**src/rtl/rf_wport_arbiter_if.sv**
```systemverilog
// Bundles the writeback, long-latency result, decode lookup and regfile/trace signals of the write-port arbiter.
// Pure wiring with no state; the latency is whatever the attached arbiter adds.
// Backpressure travels on lr_ready_o (result channel) and wb_stallreq_o (pipeline).
interface rf_wport_arbiter_if;
    // pipeline writeback slot
    logic        wb_flush_i;
    logic [3:0]  wb_wren_i;
    logic [4:0]  wb_waddr_i;
    logic [31:0] wb_wdata_i;
    logic [31:0] wb_pc_i;
    // long-latency result channel
    logic        lr_valid_i;
    logic        lr_ready_o;
    logic [3:0]  lr_wren_i;
    logic [4:0]  lr_waddr_i;
    logic [31:0] lr_wdata_i;
    logic [31:0] lr_pc_i;
    // decode interlock lookup
    logic [4:0]  id_raddr1_i;
    logic [4:0]  id_raddr2_i;
    logic        pend_hit1_o;
    logic        pend_hit2_o;
    // regfile write port and control
    logic [3:0]  rf_wren_o;
    logic [4:0]  rf_waddr_o;
    logic [31:0] rf_wdata_o;
    logic        wb_stallreq_o;
    // trace port
    logic [31:0] debug_wb_pc;
    logic [3:0]  debug_wb_rf_wen;
    logic [4:0]  debug_wb_rf_wnum;
    logic [31:0] debug_wb_rf_wdata;

    // arbiter side
    modport slave (
        input  wb_flush_i, wb_wren_i, wb_waddr_i, wb_wdata_i, wb_pc_i,
        input  lr_valid_i, lr_wren_i, lr_waddr_i, lr_wdata_i, lr_pc_i,
        input  id_raddr1_i, id_raddr2_i,
        output lr_ready_o, pend_hit1_o, pend_hit2_o,
        output rf_wren_o, rf_waddr_o, rf_wdata_o, wb_stallreq_o,
        output debug_wb_pc, debug_wb_rf_wen, debug_wb_rf_wnum, debug_wb_rf_wdata
    );

    // pipeline / result-source / regfile side
    modport master (
        output wb_flush_i, wb_wren_i, wb_waddr_i, wb_wdata_i, wb_pc_i,
        output lr_valid_i, lr_wren_i, lr_waddr_i, lr_wdata_i, lr_pc_i,
        output id_raddr1_i, id_raddr2_i,
        input  lr_ready_o, pend_hit1_o, pend_hit2_o,
        input  rf_wren_o, rf_waddr_o, rf_wdata_o, wb_stallreq_o,
        input  debug_wb_pc, debug_wb_rf_wen, debug_wb_rf_wnum, debug_wb_rf_wdata
    );
endinterface

```
**src/rtl/rf_wport_arbiter.sv**
```systemverilog
// Shares the regfile write port: pipeline writes first, long-latency results queue in a FIFO and fill idle slots.
// Grant is combinational (0 cycles); a queued result writes no earlier than the cycle after it is pushed.
// lr_ready_o drops when the FIFO is full; a starving FIFO head raises a one-cycle registered stall request.
module rf_wport_arbiter #(
    parameter int DEPTH        = 2,
    parameter int STARVE_LIMIT = 4
) (
    input  logic              clk,
    input  logic              rst_n,   // active-high despite the name: 1 holds the block in reset
    rf_wport_arbiter_if.slave bus
);

    localparam int PW = $clog2(DEPTH);
    localparam int CW = $clog2(DEPTH) + 1;
    localparam logic [CW-1:0] DEPTH_C = CW'(DEPTH);
    localparam logic [3:0]    LIMIT_C = 4'(STARVE_LIMIT);

    typedef struct packed {
        logic [3:0]  wren;
        logic [4:0]  waddr;
        logic [31:0] wdata;
        logic [31:0] pc;
    } ent_t;

    ent_t          r_mem [DEPTH];
    logic [PW-1:0] r_rd_ptr;
    logic [PW-1:0] r_wr_ptr;
    logic [CW-1:0] r_count;
    logic [3:0]    r_age;
    logic          r_stall;

    ent_t       w_pipe;
    ent_t       w_in;
    ent_t       w_head;
    ent_t       w_grant;
    logic       w_pipe_req;
    logic       w_fifo_req;
    logic       w_pop;
    logic       w_push;
    logic       w_ready;
    logic [3:0] w_age_nxt;
    logic       w_hit1;
    logic       w_hit2;

    // An entry blocks a decode read only if it really writes a nonzero register
    function automatic logic ent_hit(input ent_t e, input logic [4:0] ra);
        return (e.waddr == ra) && (ra != 5'd0) && (e.wren != 4'd0);
    endfunction

    // Write-port grant: the pipeline wins unless flushed or held by our own stall, else the FIFO head pops
    always_comb begin
        w_pipe     = '{wren: bus.wb_wren_i, waddr: bus.wb_waddr_i, wdata: bus.wb_wdata_i, pc: bus.wb_pc_i};
        w_in       = '{wren: bus.lr_wren_i, waddr: bus.lr_waddr_i, wdata: bus.lr_wdata_i, pc: bus.lr_pc_i};
        w_head     = r_mem[r_rd_ptr];
        w_pipe_req = (bus.wb_wren_i != 4'd0) && !bus.wb_flush_i && !r_stall;
        w_fifo_req = (r_count != '0);
        w_pop      = w_fifo_req && !w_pipe_req;
        w_ready    = (r_count < DEPTH_C) || w_pop;
        w_push     = bus.lr_valid_i && w_ready;
        w_grant    = '0;
        if (w_pipe_req) begin
            w_grant = w_pipe;
        end else if (w_fifo_req) begin
            w_grant = w_head;
        end
    end

    // Head age: restarts whenever the head changes or the queue is empty, saturates at the limit
    always_comb begin
        w_age_nxt = r_age;
        if (w_pop || !w_fifo_req) begin
            w_age_nxt = 4'd0;
        end else if (r_age < LIMIT_C) begin
            w_age_nxt = r_age + 4'd1;
        end
    end

    // Pending-write lookup over live entries, counting an incoming push and ignoring a departing head
    always_comb begin
        w_hit1 = 1'b0;
        w_hit2 = 1'b0;
        for (int i = 0; i < DEPTH; i++) begin
            if ((CW'(i) < r_count) && !((i == 0) && w_pop)) begin
                w_hit1 = w_hit1 | ent_hit(r_mem[r_rd_ptr + PW'(i)], bus.id_raddr1_i);
                w_hit2 = w_hit2 | ent_hit(r_mem[r_rd_ptr + PW'(i)], bus.id_raddr2_i);
            end
        end
        if (w_push) begin
            w_hit1 = w_hit1 | ent_hit(w_in, bus.id_raddr1_i);
            w_hit2 = w_hit2 | ent_hit(w_in, bus.id_raddr2_i);
        end
    end

    // FIFO pointers/occupancy, head age and stall request; reset drops every queued result
    always_ff @(posedge clk or posedge rst_n) begin
        if (rst_n) begin
            r_rd_ptr <= '0;
            r_wr_ptr <= '0;
            r_count  <= '0;
            r_age    <= 4'd0;
            r_stall  <= 1'b0;
        end else begin
            if (w_push) begin
                r_wr_ptr <= r_wr_ptr + 1'b1;
            end
            if (w_pop) begin
                r_rd_ptr <= r_rd_ptr + 1'b1;
            end
            case ({w_push, w_pop})
                2'b10:   r_count <= r_count + 1'b1;
                2'b01:   r_count <= r_count - 1'b1;
                default: r_count <= r_count;
            endcase
            r_age <= w_age_nxt;
            // the stall suppresses the pipeline, so the head always pops in the stall cycle
            if (w_pop) begin
                r_stall <= 1'b0;
            end else if (w_age_nxt == LIMIT_C) begin
                r_stall <= 1'b1;
            end
        end
    end

    // Entry storage needs no reset: occupancy alone decides which slots are meaningful
    always_ff @(posedge clk) begin
        if (w_push) begin
            r_mem[r_wr_ptr] <= w_in;
        end
    end

    assign bus.lr_ready_o        = w_ready;
    assign bus.pend_hit1_o       = w_hit1;
    assign bus.pend_hit2_o       = w_hit2;
    assign bus.wb_stallreq_o     = r_stall;
    assign bus.rf_wren_o         = w_grant.wren;
    assign bus.rf_waddr_o        = w_grant.waddr;
    assign bus.rf_wdata_o        = w_grant.wdata;
    assign bus.debug_wb_pc       = w_grant.pc;
    assign bus.debug_wb_rf_wen   = w_grant.wren;
    assign bus.debug_wb_rf_wnum  = w_grant.waddr;
    assign bus.debug_wb_rf_wdata = w_grant.wdata;

endmodule

```
**src/flat_wrapper.sv**
```systemverilog
// flat-port wrapper written by rule: the top's interface ports become plain ports
module rf_wport_arbiter_flat 
#(
    parameter int DEPTH        = 2,
    parameter int STARVE_LIMIT = 4
)
  (clk, rst_n, bus_wb_flush_i, bus_wb_wren_i, bus_wb_waddr_i, bus_wb_wdata_i, bus_wb_pc_i, bus_lr_valid_i, bus_lr_wren_i, bus_lr_waddr_i, bus_lr_wdata_i, bus_lr_pc_i, bus_id_raddr1_i, bus_id_raddr2_i, bus_lr_ready_o, bus_pend_hit1_o, bus_pend_hit2_o, bus_rf_wren_o, bus_rf_waddr_o, bus_rf_wdata_o, bus_wb_stallreq_o, bus_debug_wb_pc, bus_debug_wb_rf_wen, bus_debug_wb_rf_wnum, bus_debug_wb_rf_wdata);
  rf_wport_arbiter_if bus_i ();
  input  logic clk;
  input  logic rst_n;
  input wire logic [$bits(bus_i.wb_flush_i)-1:0] bus_wb_flush_i;
  input wire logic [$bits(bus_i.wb_wren_i)-1:0] bus_wb_wren_i;
  input wire logic [$bits(bus_i.wb_waddr_i)-1:0] bus_wb_waddr_i;
  input wire logic [$bits(bus_i.wb_wdata_i)-1:0] bus_wb_wdata_i;
  input wire logic [$bits(bus_i.wb_pc_i)-1:0] bus_wb_pc_i;
  input wire logic [$bits(bus_i.lr_valid_i)-1:0] bus_lr_valid_i;
  input wire logic [$bits(bus_i.lr_wren_i)-1:0] bus_lr_wren_i;
  input wire logic [$bits(bus_i.lr_waddr_i)-1:0] bus_lr_waddr_i;
  input wire logic [$bits(bus_i.lr_wdata_i)-1:0] bus_lr_wdata_i;
  input wire logic [$bits(bus_i.lr_pc_i)-1:0] bus_lr_pc_i;
  input wire logic [$bits(bus_i.id_raddr1_i)-1:0] bus_id_raddr1_i;
  input wire logic [$bits(bus_i.id_raddr2_i)-1:0] bus_id_raddr2_i;
  output wire logic [$bits(bus_i.lr_ready_o)-1:0] bus_lr_ready_o;
  output wire logic [$bits(bus_i.pend_hit1_o)-1:0] bus_pend_hit1_o;
  output wire logic [$bits(bus_i.pend_hit2_o)-1:0] bus_pend_hit2_o;
  output wire logic [$bits(bus_i.rf_wren_o)-1:0] bus_rf_wren_o;
  output wire logic [$bits(bus_i.rf_waddr_o)-1:0] bus_rf_waddr_o;
  output wire logic [$bits(bus_i.rf_wdata_o)-1:0] bus_rf_wdata_o;
  output wire logic [$bits(bus_i.wb_stallreq_o)-1:0] bus_wb_stallreq_o;
  output wire logic [$bits(bus_i.debug_wb_pc)-1:0] bus_debug_wb_pc;
  output wire logic [$bits(bus_i.debug_wb_rf_wen)-1:0] bus_debug_wb_rf_wen;
  output wire logic [$bits(bus_i.debug_wb_rf_wnum)-1:0] bus_debug_wb_rf_wnum;
  output wire logic [$bits(bus_i.debug_wb_rf_wdata)-1:0] bus_debug_wb_rf_wdata;
  assign bus_i.wb_flush_i = bus_wb_flush_i;
  assign bus_i.wb_wren_i = bus_wb_wren_i;
  assign bus_i.wb_waddr_i = bus_wb_waddr_i;
  assign bus_i.wb_wdata_i = bus_wb_wdata_i;
  assign bus_i.wb_pc_i = bus_wb_pc_i;
  assign bus_i.lr_valid_i = bus_lr_valid_i;
  assign bus_i.lr_wren_i = bus_lr_wren_i;
  assign bus_i.lr_waddr_i = bus_lr_waddr_i;
  assign bus_i.lr_wdata_i = bus_lr_wdata_i;
  assign bus_i.lr_pc_i = bus_lr_pc_i;
  assign bus_i.id_raddr1_i = bus_id_raddr1_i;
  assign bus_i.id_raddr2_i = bus_id_raddr2_i;
  assign bus_lr_ready_o = bus_i.lr_ready_o;
  assign bus_pend_hit1_o = bus_i.pend_hit1_o;
  assign bus_pend_hit2_o = bus_i.pend_hit2_o;
  assign bus_rf_wren_o = bus_i.rf_wren_o;
  assign bus_rf_waddr_o = bus_i.rf_waddr_o;
  assign bus_rf_wdata_o = bus_i.rf_wdata_o;
  assign bus_wb_stallreq_o = bus_i.wb_stallreq_o;
  assign bus_debug_wb_pc = bus_i.debug_wb_pc;
  assign bus_debug_wb_rf_wen = bus_i.debug_wb_rf_wen;
  assign bus_debug_wb_rf_wnum = bus_i.debug_wb_rf_wnum;
  assign bus_debug_wb_rf_wdata = bus_i.debug_wb_rf_wdata;
  rf_wport_arbiter #(.DEPTH(DEPTH), .STARVE_LIMIT(STARVE_LIMIT)) u_core (.clk(clk), .rst_n(rst_n), .bus(bus_i));
endmodule
```
**config.mk**
```make
export PLATFORM = sky130hd
export DESIGN_NAME = rf_wport_arbiter_flat
export DESIGN_NICKNAME = d
export VERILOG_FILES = /design/src/rtl/rf_wport_arbiter_if.sv /design/src/rtl/rf_wport_arbiter.sv /design/src/flat_wrapper.sv
export SDC_FILE = /design/constraint.sdc
export NUM_CORES = 1
export LEC_CHECK = 0
export ABC_AREA = 1
export CAP_MARGIN = 5
export CORE_UTILIZATION = 45
export CTS_CLUSTER_SIZE = 10
export DETAILED_ROUTE_END_ITERATION = 8
export PLACE_DENSITY_LB_ADDON = 0.15
export SLEW_MARGIN = 15
export SYNTH_ARGS = -nofsm -noshare
export SYNTH_HDL_FRONTEND = slang
export SYNTH_SLANG_ARGS = --single-unit
```
**constraint.sdc**
```tcl
create_clock -name clk -period 5.6 [get_ports clk]
set_input_delay 0.84 -clock clk [delete_from_list [all_inputs] [get_ports clk]]
set_output_delay 0.84 -clock clk [all_outputs]
set_load 0.02 [all_outputs]
```
After elaboration in Yosys (flattened, before gate mapping):

Memories as Yosys holds them, arrays and structs flattened.
Index checks and enable logic that the tools add are counted.

* logic and storage cells: 76
* memories: 1
* bits in latches: 0
* memory bits (writable): 146
* flip-flop bits (word level): 9
* output and inout port bits: 118
* memory bits (read-only): 0

Memories
* u_core.r_mem: depth 2, bits a word 73, read ports 2, clocked after memory_dff 0, wr ports 1, RTL line rf_wport_arbiter.sv:25 `ent_t r_mem [DEPTH];`

* shifts and indexed selects: 0
* add/sub/neg operators: 5
* eq/ne operators: 9
* divide/modulo/power cells: 0
* bitwise operators: 4
* reductions and logical operators: 33
* $lt $le $gt $ge: 4
* $mul: 0
* multiplexer cells: 15

Operators with widths (count)
* two-way mux 73 bit: 2
* == test 5 bit: 6
* logical AND 1 bit: 17
* nonzero test 4 bit: 4
* two-way mux 1 bit: 10
* nonzero test 5 bit: 2
* two-way mux 4 bit: 2
* nonzero test 2 bit: 3
* zero test 1 bit: 5
* adder 4 x 1 -> 4 bit, second input constant: 1
* == test 4 x 3 -> 1 bit, second input constant: 1
* less-than comparator 1 x 2 -> 1 bit, first input constant: 2
* less-than comparator 4 x 3 -> 1 bit, second input constant: 1
* OR 1 bit: 4
* one-hot mux 2 bit (2 select lines): 1
* adder 1 bit, second input constant: 2
* adder 2 x 1 -> 2 bit, second input constant: 1
* == test 2 x 1 -> 1 bit, second input constant: 1
* == test 2 bit, second input constant: 1
* logical OR 1 bit: 2
* less-than comparator 2 bit, second input constant: 1
* subtractor 2 x 1 -> 2 bit, second input constant: 1

Depth between registers and ports, before layout:

* depth in word-level cells: 12
* depth in mapped cells: 13

Worst setup path after synthesis:

Ideal clock, no wire load.

* path type: input to register
* start: in bus_wb_wren_i[1]
* end: mem u_core.r_mem[0][0] in the netlist's numbering (enable)
* path slack: 0.534 ns
* path buffers: 1
* cell stages on the path: 8
* arrival: 4.561 ns
* setup time: 0.505 ns
* path through: nor2_1 -> nand2_1 -> nand2_2 -> nand2_2 -> buf_6 -> a21boi_4 -> inv_2 -> nor2_1

* cells in the longest elaborated chain, start to end: 9

Ends and longest elaborated chain
* start, declared: RTL line flat_wrapper.sv:12 `input wire logic [$bits(bus_i.wb_wren_i)-1:0] bus_wb_wren_i;`
* nonzero test 4 bit: RTL line rf_wport_arbiter.sv:55 `w_pipe_req = (bus.wb_wren_i != 4'd0) && !bus.wb_flush_i && !r_stall;`
* logical AND 1 bit (2 in a row): RTL line rf_wport_arbiter.sv:55
* zero test 1 bit: RTL line rf_wport_arbiter.sv:57 `w_pop = w_fifo_req && !w_pipe_req;`
* logical AND 1 bit: RTL line rf_wport_arbiter.sv:57
* logical OR 1 bit: RTL line rf_wport_arbiter.sv:58 `w_ready = (r_count < DEPTH_C) || w_pop;`
* logical AND 1 bit: RTL line rf_wport_arbiter.sv:59 `w_push = bus.lr_valid_i && w_ready;`
* two-way mux 1 bit: RTL line rf_wport_arbiter.sv:126 `if (w_push) begin`
* two-way mux 1 bit (not written as such): RTL line rf_wport_arbiter.sv:127 `r_mem[r_wr_ptr] <= w_in;`
* end, declared: RTL line rf_wport_arbiter.sv:25

No other way between the ends.

Worst setup path in the final report:

* start: in bus_wb_wren_i[1]
* end: out bus_rf_waddr_o[4]

* cells in the longest elaborated chain, start to end: 4

Ends and longest elaborated chain
* nonzero test 4 bit: RTL line rf_wport_arbiter.sv:55
* logical AND 1 bit (2 in a row): RTL line rf_wport_arbiter.sv:55
* two-way mux 73 bit: RTL line rf_wport_arbiter.sv:61 `if (w_pipe_req) begin`
* end, declared: RTL line flat_wrapper.sv:27 `output wire logic [$bits(bus_i.rf_waddr_o)-1:0] bus_rf_waddr_o;`

No other way between the ends.

==> qor.csv <==
metric,value,unit
final net count,1101,
first drt pass iteration count,5,
Overall Power,4930,uW
Peak VDD IR,0.381,mV
Power Internal,3100,uW
max cap viols,0,
Achievable Freq,233,MHz
critical path arrival,3.46,ns
Yosys Warn Count,0,
post_cts resized,0,
row cnt,47,
Final HPWL DP,13200,um
Synth area leaders,"edfxtp_1 (57%), nand2_1 (9.4%), mux2i_1 (8.4%), buf_4 (4.2%), o21ai_1 (4.1%)",
Logic pwr share,43.0,%
CP Max Fanout,39,
met2 GRT Util,38.4,%
Worst Skew,0.0125,ns
initial antenna violation count,0,
sw power,1830,uW
clk buf depth,2,
met3 GRT Util,4.94,%
buffers and inverters on the worst path,3,
global route overflow,0,
WL per Instance,15.7,um
first-pass GRT wire length,28500,um
startpoint types,input port,
Worst-Margin Slew,0.729,ns
Worst slew margin,51.4,%
Final Wtd Congestion,0.871,
largest net degree at the start of global routing,49,
Post-CTS Setup Inserts,0,
Synth area leader,edfxtp_1,
global-route usage over all layers,21.1,%
Lkg Pwr,0.00431,uW
Mapped Cells,702,
RSZ-0062 raised after global routing,false,
hold bufs inserted after CTS,0,
crit path cell chain,clkdlybuf4s50_1 -> nor2_1 -> nand2_1 -> nand2_2 -> nand2_2 -> buf_4 -> o21ai_0 -> clkdlybuf4s50_1,
met1 usage,23.9,%
Post-DRT Antenna Nets,0,
drt initial violations,340,
DR vias,5773,
clock root buffer,clkbuf_16,
kind of critical path,in2out,
Area growth syn-to-layout,41.0,%
"Distinct cells, synth",30,
"commonest cells after routing, fill and taps aside","clkdlybuf4s50_1 (277), nand2_1 (191), edfxtp_1 (146)",
Clock power frac,22.2,%
worst hold stages,1,
area of the core,0.0166,mm2
gr busiest metal,met2,
later-pin clock latency in the skew report,0.42,ns
Tmin final,4.30,ns
"leading cell type in the layout, fill and taps excluded",clkdlybuf4s50_1,
PwrDens,456,mW/mm2
sequential power share,34.9,%
Fin. Hold Viols,0,
Num CTS Buffers,17,
post-route setup TNS,0,ns
die footprint,0.0176,mm2
Synth top area share,57.2,%
Final Max Slew Viols,0,
clock-pin slew on the worst setup and hold paths,0.06,ns
"CP delay by family, top",buffers and inverters,
CTS tree,done,
post-synthesis sequential area ratio,60.1,%
Initial Utilization,46.2,%
sw frac,37.0,%
num ports,278,
vias per inst,4.93,
number of global-route vias before repair,5815,
H-tree levels,4,
clock sink total,155,
Critical Path RT,4.76,ns
Levels on crit path,8,
die height,133,um
Mapped Area,0.00766,mm2
final WL,18300,um
Residual DRC,0,
crit path max-delay cell type,clkdlybuf4s50_1,
status,finished clean,
R2R cell count,8,
die width,133,um
Crit. End Element,primary output,
Inserted Diodes,0,
port bufs,277,
layout cells sized above 1,6.32,%
Final Hold Slack,0.530,ns
final setup fails,0,
critical path's largest stage delay,0.67,ns
Seq cells post-synth,155,
crit share post-route,76.7,%
Hold Path Class,reg2reg,
mean post-synth cell area,10.9,um2
Post-Syn Nets,866,
==> through the flow <==
stage | instances | util, % | cell area [um2] | worst slack, ns
final | 1170 | 65.2 | 10800 | 1.30
after global routing | 1170 | 65.2 | 10800 | 1.07
after CTS | 1170 | 65.2 | 10800 | 1.30
after detailed placement | 1138 | 61.7 | 10200 | 1.29
after global placement | 1138 | 61.7 | 10200 | 1.41
after floorplan | 702 | - | 7660 | 0.534
==> flip-flops by register name (all words and copies together), names as in the netlist <==
signal                    count
u_core.r_wr_ptr               1
u_core.bus.wb_stallreq_o      1
u_core.r_count                2
u_core.r_rd_ptr               1
u_core.r_age                  4
u_core.r_mem                146
==> worst register-to-register path, delay by kind of cell (launching register included) <==
kind                       cells  cell delay [ns]
AOI/OAI and AO/OA              1             0.39
adders and majority gates      1             0.23
buffers and inverters          4             0.83
DFF                            1             0.44
and+or+nand+nor                2             0.51
==> cells in the mapped netlist <==
library cell and instances:
nand2_1 191, edfxtp_1 146, mux2i_1 64, o21ai_1 63, buf_4 43, inv_1 40
nor2_1 38, nand3_1 32, o21ai_0 12, nand2_2 10, dfrtp_1 9, buf_8 6
clkbuf_1 6, buf_6 5, clkbuf_2 5, ha_1 4, nand2_4 4, xnor2_1 4
xor2_1 4, inv_2 3, nor3_1 3, buf_2 2, a21boi_4 1, a21oi_1 1
a22o_1 1, a32o_1 1, buf_12 1, inv_6 1, nor2_2 1, nor2_4 1
==> final timing paths <==
check / startpoint / slack [ns] / to
hold reg to reg: u_core.r_count[0]$_DFFE_PP0P_ / 0.53 / u_core.r_count[0]$_DFFE_PP0P_
setup reg to reg: u_core.r_count[1]$_DFFE_PP0P_ / 2.82 / u_core.r_mem[1][10]$_DFFE_PP_
min in group asynchronous: rst_n / 0.70 / u_core.r_age[2]$_DFF_PP0_
max in group asynchronous: rst_n / 4.60 / u_core.r_rd_ptr$_DFFE_PP0P_
hold / removal: u_core.r_count[0]$_DFFE_PP0P_ / 0.53 / u_core.r_count[0]$_DFFE_PP0P_
setup / recovery: bus_wb_wren_i[1] / 1.30 / bus_rf_waddr_o[4]
==> cell type report <==
cell class              instances  area (um2)
clock buffers                  19         433
fillers                      1282        5780
repair buffers                284        2830
inverters                      44         170
well taps                     220         275
multi-input cells             435        2350
clock inverters                13         136
flip-flops and latches        155        4610
==> power groups by stage <==
stage	Combinational, uW	Sequential [uW]	Clock, uW
3_3_place_gp	2090	1730	0
2_1_floorplan	1530	1670	0
5_1_grt	2280	1750	1160
3_5_place_dp	2140	1750	0
4_1_cts	2140	1720	1120
6_report	2120	1720	1090
==> kinds of logic (layout without fill, tap and decap cells) <==
kind of cell / count (synthesis) / in the layout / synth area share, %
compound gates: 79 / 79 / 5.45
xor+xnor: 8 / 8 / 0.914
buf+inv: 112 / 360 / 9.35
mux: 64 / 64 / 8.36
flops: 155 / 155 / 60.1
fa+ha+maj: 4 / 4 / 0.653
simple gates: 280 / 280 / 15.1
==> metal layers <==
metal,up-vias,share of wire [%],wire [um]
li1,2827,-,-
met1,2706,40,7340
met2,215,52,9570
met3,25,5.7,1050
met4,0,2.0,368
met5,-,0,0
No activity file was read; power rests on OpenSTA's default activity.
